$ cat src/rtl/str_conv_pkg.sv
// Shared types and ASCII constants for the string<->integer conversion blocks.
package str_conv_pkg;

  typedef enum logic [1:0] {
    RADIX_DEC = 2'd0,
    RADIX_HEX = 2'd1,
    RADIX_OCT = 2'd2,
    RADIX_BIN = 2'd3
  } radix_e;

  typedef enum logic [1:0] {
    IDLE  = 2'd0,
    SCAN  = 2'd1,
    DRAIN = 2'd2,
    DONE  = 2'd3
  } state_e;

  localparam logic [7:0] ASC_0     = 8'h30;
  localparam logic [7:0] ASC_9     = 8'h39;
  localparam logic [7:0] ASC_A_LC  = 8'h61;
  localparam logic [7:0] ASC_F_LC  = 8'h66;
  localparam logic [7:0] ASC_A_UC  = 8'h41;
  localparam logic [7:0] ASC_F_UC  = 8'h46;
  localparam logic [7:0] ASC_US    = 8'h5F;
  localparam logic [7:0] ASC_MINUS = 8'h2D;

endpackage

$ cat src/rtl/str_digit_decode.sv
// Classifies one ASCII character as a digit of the given radix and yields its value.
module str_digit_decode
  import str_conv_pkg::*;
(
  input  logic [7:0] ch_data,
  input  logic [1:0] radix,
  output logic       is_digit,
  output logic [3:0] digit
);

  logic is_dec, is_lc, is_uc;

  always_comb begin
    is_dec = (ch_data >= ASC_0)    && (ch_data <= ASC_9);
    is_lc  = (ch_data >= ASC_A_LC) && (ch_data <= ASC_F_LC);
    is_uc  = (ch_data >= ASC_A_UC) && (ch_data <= ASC_F_UC);
    // 'a'/'A' have low nibble 1, so adding 9 maps a..f / A..F onto 10..15
    digit  = is_dec ? ch_data[3:0] : (ch_data[3:0] + 4'd9);
    is_digit = 1'b0;
    case (radix_e'(radix))
      RADIX_DEC: is_digit = is_dec;
      RADIX_HEX: is_digit = is_dec | is_lc | is_uc;
      RADIX_OCT: is_digit = (ch_data >= ASC_0) && (ch_data <= 8'h37);
      RADIX_BIN: is_digit = (ch_data == ASC_0) || (ch_data == 8'h31);
      default:   is_digit = 1'b0;
    endcase
  end

endmodule

$ cat src/rtl/str_ato_parser.sv
// Streaming atoi/atohex/atooct/atobin: accumulates leading digits of a character
// stream into a WIDTH-bit value and holds the result until it is consumed.
module str_ato_parser
  import str_conv_pkg::*;
#(
  parameter int WIDTH = 32,
  parameter int CNT_W = 8
) (
  input  logic             clk,
  input  logic             rst_n,
  input  logic             start,
  input  logic [1:0]       radix,
  input  logic             ch_valid,
  input  logic [7:0]       ch_data,
  input  logic             ch_last,
  output logic             ch_ready,
  output logic             res_valid,
  input  logic             res_ready,
  output logic [WIDTH-1:0] res_value,
  output logic             res_ovf,
  output logic [CNT_W-1:0] res_digits
);

  state_e             state_q;
  radix_e             radix_q;
  logic [WIDTH-1:0]   acc_q, acc_d, acc_fin;
  logic               ovf_q, ovf_d, ovf_fin;
  logic               neg_q, neg_d, neg_fin;
  logic               seen_q;
  logic [CNT_W-1:0]   cnt_q, cnt_d, cnt_fin;
  logic               ch_ready_q, res_valid_q, res_ovf_q;
  logic [WIDTH-1:0]   res_value_q;
  logic [CNT_W-1:0]   res_digits_q;

  logic               is_digit, is_us, is_minus, term, beat, in_scan;
  logic [3:0]         digit;
  logic [WIDTH+3:0]   ext, prod, sum;

  str_digit_decode u_dec (
    .ch_data  (ch_data),
    .radix    (radix_q),
    .is_digit (is_digit),
    .digit    (digit)
  );

  // Four guard bits cover the worst case acc*16+15, so any set guard bit is lost data.
  always_comb begin
    ext = {4'b0, acc_q};
    case (radix_q)
      RADIX_DEC: prod = (ext << 3) + (ext << 1);
      RADIX_HEX: prod = ext << 4;
      RADIX_OCT: prod = ext << 3;
      default:   prod = ext << 1;
    endcase
    sum      = prod + {{WIDTH{1'b0}}, digit};
    is_us    = (ch_data == ASC_US);
    is_minus = (radix_q == RADIX_DEC) && (ch_data == ASC_MINUS) && !seen_q;
    term     = !is_digit && !is_us && !is_minus;
    beat     = ch_valid && ch_ready_q;
    in_scan  = (state_q == SCAN);

    acc_d = is_digit ? sum[WIDTH-1:0] : acc_q;
    ovf_d = ovf_q | (is_digit & (|sum[WIDTH+3:WIDTH]));
    cnt_d = (is_digit && !(&cnt_q)) ? cnt_q + CNT_W'(1) : cnt_q;
    neg_d = neg_q | is_minus;

    acc_fin = in_scan ? acc_d : acc_q;
    ovf_fin = in_scan ? ovf_d : ovf_q;
    cnt_fin = in_scan ? cnt_d : cnt_q;
    neg_fin = in_scan ? neg_d : neg_q;
  end

  always_ff @(posedge clk or negedge rst_n) begin
    if (!rst_n) begin
      state_q      <= IDLE;
      radix_q      <= RADIX_DEC;
      acc_q        <= '0;
      ovf_q        <= 1'b0;
      neg_q        <= 1'b0;
      seen_q       <= 1'b0;
      cnt_q        <= '0;
      ch_ready_q   <= 1'b0;
      res_valid_q  <= 1'b0;
      res_value_q  <= '0;
      res_ovf_q    <= 1'b0;
      res_digits_q <= '0;
    end else begin
      case (state_q)
        IDLE: if (start) begin
          radix_q    <= radix_e'(radix);
          acc_q      <= '0;
          ovf_q      <= 1'b0;
          neg_q      <= 1'b0;
          seen_q     <= 1'b0;
          cnt_q      <= '0;
          ch_ready_q <= 1'b1;
          state_q    <= SCAN;
        end
        SCAN: if (beat) begin
          acc_q  <= acc_d;
          ovf_q  <= ovf_d;
          cnt_q  <= cnt_d;
          neg_q  <= neg_d;
          seen_q <= seen_q | is_digit | is_us;
          if (!ch_last && term) state_q <= DRAIN;
        end
        DRAIN: ;
        DONE: if (res_ready) begin
          res_valid_q <= 1'b0;
          state_q     <= IDLE;
        end
        default: state_q <= IDLE;
      endcase
      // The ch_last beat closes the string from either SCAN or DRAIN.
      if (beat && ch_last && (state_q == SCAN || state_q == DRAIN)) begin
        state_q      <= DONE;
        ch_ready_q   <= 1'b0;
        res_valid_q  <= 1'b1;
        res_value_q  <= neg_fin ? -acc_fin : acc_fin;
        res_ovf_q    <= ovf_fin;
        res_digits_q <= cnt_fin;
      end
    end
  end

  assign ch_ready   = ch_ready_q;
  assign res_valid  = res_valid_q;
  assign res_value  = res_value_q;
  assign res_ovf    = res_ovf_q;
  assign res_digits = res_digits_q;

endmodule

$ cat config.mk
export PLATFORM = sky130hd
export DESIGN_NAME = str_ato_parser
export DESIGN_NICKNAME = d
export VERILOG_FILES = /design/src/rtl/str_conv_pkg.sv /design/src/rtl/str_digit_decode.sv /design/src/rtl/str_ato_parser.sv
export SDC_FILE = /design/constraint.sdc
export NUM_CORES = 1
export LEC_CHECK = 0
export BUFFER_PORTS_ARGS = -buffer_cell sky130_fd_sc_hd__buf_2
export CAP_MARGIN = 20
export CORE_MARGIN = 8
export CORE_UTILIZATION = 35
export CTS_CLUSTER_SIZE = 40
export DETAILED_ROUTE_END_ITERATION = 7
export GPL_TIMING_DRIVEN = 0
export HOLD_SLACK_MARGIN = 0.15
export PLACE_DENSITY_LB_ADDON = 0.2
export RECOVER_POWER = 50
export SKIP_CTS_REPAIR_TIMING = 1
export SLEW_MARGIN = 0
export SYNTH_ARGS = -nofsm -noshare
export SYNTH_HDL_FRONTEND = slang
export SYNTH_SLANG_ARGS = --single-unit
$ cat constraint.sdc
create_clock -name clk -period 5.5 [get_ports clk]
set_input_delay 0.275 -clock clk [delete_from_list [all_inputs] [get_ports clk]]
set_output_delay 0.275 -clock clk [all_outputs]
set_load 0.01 [all_outputs]
Word level (Yosys, flattened, before mapping)
Cells that the tools add are included. W data, S select, Z words.

Order comparisons: 7. Bitwise gates (word level): 7. $add $sub $neg: 5. Reduce and logical (&&, ||, !) cells: 36. Equality and inequality tests: 16. Mux-type cells: 35.

Operator list (number): $mux W32 (5); $pmux W36 S3 (1); $pmux W32 S2 (1); $add A35 B33 Y36 (1); $add A36 B4 Y36 (1); $mux W8 (4); $neg A32 Y32 (1); $eq A8 B6 Y1 const B (3); $ge A8 B7 Y1 const B (2); $le A8 B6 Y1 const B (2); $le A8 B7 Y1 const B (2); $pmux W8 S2 (1); $logic_and A1 B1 Y1 (13); $mux W1 (12); $mux W2 (5); $reduce_bool A2 Y1 (5); $add A8 B1 Y8 const B (1); $eq A2 B2 Y1 const B (4); $eq A8 B7 Y1 const B (1); $ge A8 B6 Y1 const B (1); $reduce_and A8 Y1 (1); $logic_not A1 Y1 (6); $ne A3 B3 Y1 const B (2); $or A1 B1 Y1 (6); 17 further kinds (25).

Flip-flop bits (word level): 90. Output and inout bits: 43. Bits of input ports: 16. Logic and storage cells: 118.

Depth between registers and ports, before layout
Depth in word-level cells: 13. Depth in mapped cells: 24.

Cells and area by module
From an unflattened synthesis, not the netlist that was laid out.

Cell total of the unflattened synthesis: 1232. Area, all modules: 9382.7 um^2.

By module, submodules not included: str_ato_parser (cells each 1204, times used 1, sequential area each 2252.2 um^2, area an instance 9165.0 um^2); str_digit_decode (cells each 28, times used 1, sequential area each 0.0 um^2, area an instance 217.7 um^2).

Least setup slack after synthesis
OpenSTA, ideal clock, no wires.

Path kind: register -> register. Start point: register radix_q[1]. End point: register res_value_q[31] (netlist: res_value[31]). Slack: -0.063 ns. Stages on the path, launching flop included: 23. Data required time: 5.373 ns. Arrival time: 5.436 ns. Clock period less this slack: 5.563 ns. Cells stage by stage: dfrtp_1 > buf_2 > clkbuf_1 > buf_2 > buf_1 > buf_2 > clkbuf_1 > xnor2_1 > and2_1 > ha_1 > a21o_1 > a21o_1 > nand3_1 > or4_4 > or4_4 > a211o_4 > or4_1 > a21oi_1 > o211a_1 > nand4_2 > nor4b_2 > mux2i_1 > nand3_1.

Cells in the longest elaborated chain, start to end: 7. Elaborated cells between the ends (all ways): 15. Those cells by class: 2 x add/sub; 3 x eq/ne; 6 x mux; 1 x bitwise; 3 x reduce/logical.

Ends and longest elaborated chain: from (decl) (line str_ato_parser.sv:25) `radix_e radix_q;`; from (signal assigned) (line str_ato_parser.sv:90) `radix_q <= radix_e'(radix);`; $eq A2 B2 Y1, or another cell as far along (line str_digit_decode.sv:20, str_ato_parser.sv:49); $pmux W36 S3 (line str_ato_parser.sv:49) `case (radix_q)`; $add A36 B4 Y36 (line str_ato_parser.sv:55) `sum = prod + {{WIDTH{1'b0}}, digit};`; $mux W32 (line str_ato_parser.sv:62) `acc_d = is_digit ? sum[WIDTH-1:0] : acc_q;`; $mux W32 (line str_ato_parser.sv:67) `acc_fin = in_scan ? acc_d : acc_q;`; $neg A32 Y32 (line str_ato_parser.sv:119) `res_value_q <= neg_fin ? -acc_fin : acc_fin;`; $mux W32 * (line str_ato_parser.sv:119); to (signal assigned) (line str_ato_parser.sv:119); to (decl) (line str_ato_parser.sv:32) `logic [WIDTH-1:0] res_value_q;`.

Mark *: on every way between the ends. The rest lies on a longest branch, timed or not. A chain may end at the register's enable or synchronous reset.

Worst setup path in the final report
Start point: register radix_q[0]. End point: register res_value_q[31] (netlist: res_value[31]).

Same word-level chain as after synthesis.

==> impl_metrics.ini <==
[run_status]
status = finished with violations
violations = max-capacitance violations, max-slew violations

[timing]
fin_setup_tns_ps = 0
tightestPinTransition_ps = 2460
hold_slack_ps = 151
setup_viol = 0
fin_crit_sh_pct = 97.3
fin_skew_ps = 11.6
layout_min_cycle_time_ps = 5350
report.final.slew_viol_count = 93
setup_slack_ps = 149
hold_viol = 0
slew-limit-headroom_pct = -64.3
fmax_mhz = 187

[worst_setup_path]
cp-end-kind = register
critPathLaunchType = register
reg2reg_depth = 21
crit_type = reg2reg
arrival_ps = 5590
required_ps = 5740
path_max_fanout = 10
r2r-start = radix_q[0]
crit_path_start = radix_q[0]

[min_path]
min_from = radix[0]
whs_path_depth = 2
hold_class = in2reg

[clock_tree]
clock_latency_ps = 360
cts_tree = done
root_buffer = clkbuf_16
cts.htree.levels = 3
clock-sinks = 90
clock_path_buffers = 2
clk_pin_slew_ps = 70
numCtsBuffers = 9

[synth]
ys_warn_count = 0
synth-edff-count = 0
ys_ff_latch = 90
avgSynthCellArea_um2 = 7.46
async_flop_share_pct = 100
synthCells = 1285
ys_seq_area_share_pct = 23.5
synth_cell_types = 86
syn_nets = 1345
syn_area_um2 = 9590
dominantRegCellSynth = dfrtp_1

[global_route]
antenna_found_initial = 0
grt_max_degree = 55
grt_usage_pct = 20.6
grt.overflow.total = 0
grt_pass1_vias = 9690
grt_first_pass_wirelength_um = 54600

[layout]
area_growth_pct = 13.5
n_antenna_cell = 0
final_nets = 1423
final_util_pct = 40.4
fill_cells = 2831
drive_above_1_share_pct = 9.28
final_area_um2 = 10900

[routing]
ant_nets = 0
drt-initial-drc-count = 864
drc = 0
wire_per_inst_um = 20.6
postRouteWirelength_um = 35100
dr.pass1.iters = 7
viasPerCell = 6.04
num_vias = 10300

[floorplan]
start_util_pct = 35.6
fp-row-count = 60
die_w_um = 181
die_h_um = 181
die-area_um2 = 32900
ios = 59
core-area_um2 = 27000

[place]
placed_cell_area_um2 = 10300
gpl.final_weighted_congestion = 0.906
io_buffers = 57
dp_slack_ps = -1270
hpwl_um = 27300

[power_and_ir_drop]
power_leakage_nw = 4.19
power_density_nw_per_um2 = 146
ir_drop_v = 0.000134

[flow_run]
maxCapViolCount = 2
## cell families (layout without fill, tap and decap cells)
| family | count (synthesis) | count (layout) | share of synthesized area [%] |
|---|---|---|---|
| AO/OA/AOI/OAI | 431 | 431 | 28.4 |
| multiplexers | 45 | 45 | 5.68 |
| XOR/XNOR | 72 | 72 | 6.58 |
| flip-flops | 90 | 90 | 23.5 |
| buffers and inverters | 106 | 189 | 4.44 |
| adder cells (fa/ha/maj) | 44 | 44 | 5.90 |
| AND/OR/NAND/NOR | 497 | 497 | 25.6 |
## through the flow
| stage | total power [mW] | cells |
|---|---|---|
| after detailed placement | 0.945 | 1685 |
| after global placement | 0.940 | 1683 |
| after CTS | 1.57 | 1701 |
| after floorplan | 0.861 | 1285 |
| final | 1.59 | 1709 |
| after global routing | 1.65 | 1709 |
## metal layers
layer | track usage (%) | part of all wire (%)
met4 | 4.43 | 1.6
met5 | 0 | 0
met1 | 28.1 | 46
met3 | 3.13 | 5.9
met2 | 33.9 | 47
## placed cells by master, fill, tap and decap left out, drive strengths merged, types with 10 or more instances in the layout
cell type    n
a31oi       17
o31ai       10
xor2        36
nand2      178
dfrtp       90
a21o        15
buf         44
nor2b       10
o21ai      132
nand4       22
o21a        15
o22ai       10
a22oi       17
nand3       37
and4        11
clkbuf     111
or3         18
ha          42
a21oi      112
inv         30
and2        10
nor4        11
nand2b      17
and3        10
nor2        98
xnor2       36
mux2i       30
a211oi      12
nor3        40
## synthesized netlist by cell type, types with 21 or more instances
cell type | n | area, um2
nand2_1 | 177 | 664
o21ai_0 | 124 | 621
a21oi_1 | 112 | 561
nor2_1 | 98 | 368
dfrtp_1 | 90 | 2250
clkbuf_1 | 58 | 218
ha_1 | 42 | 526
nor3_1 | 38 | 190
nand3_1 | 37 | 185
xnor2_1 | 36 | 315
xor2_1 | 36 | 315
mux2i_1 | 30 | 300
inv_1 | 25 | 93.8
nand4_1 | 21 | 131
## area by class of cell
class | instances | area (um2) | area share (%)
multi-input combinational | 1089 | 7080 | 65.1
sequential | 90 | 2250 | 20.7
tap | 341 | 427 | 3.92
buffer | 77 | 400 | 3.68
timing repair buffer | 70 | 335 | 3.08
clock buffer | 10 | 229 | 2.10
inverter | 26 | 97.6 | 0.897
clock inverter | 6 | 57.6 | 0.529
## final timing paths
path | endpoint | slack, ps
max in group asynchronous | res_digits[1] | 1030
hold / removal | radix_q[0] | 150
hold reg to reg | res_value[31] | 480
setup / recovery | res_value[31] | 150
min in group asynchronous | res_value[27] | 1110
setup reg to reg | res_value[31] | 150
## registers in the layout (all words and copies together), names as in the netlist
signal / count
acc_q: 32
ch_ready: 1
cnt_q: 8
neg_q: 1
ovf_q: 1
radix_q: 2
res_digits: 8
res_ovf: 1
res_valid: 1
res_value: 32
seen_q: 1
state_q: 2
## critical path, stage by stage (launching register included)
cell,delay [ps]
dfrtp_1,420
buf_6,160
buf_6,140
buf_12,140
buf_8,140
buf_8,150
xnor2_1,130
and2_1,170
ha_1,280
a21o_1,120
a21o_1,140
nand3_2,100
or4_4,540
or4_4,600
a211o_4,320
or4_1,490
a21oi_2,160
o211a_1,240
nand4_4,160
nor4b_4,310
mux2i_1,210
nand3_1,80
## where the power goes
part           leakage [nW]  internal [mW]  switching (mW)
Clock                 0.142          0.320           0.309
Combinational          2.81          0.100           0.170
Sequential             1.25          0.668          0.0187
Total                  4.19           1.09           0.499
Power figures use the tool's default switching activity.
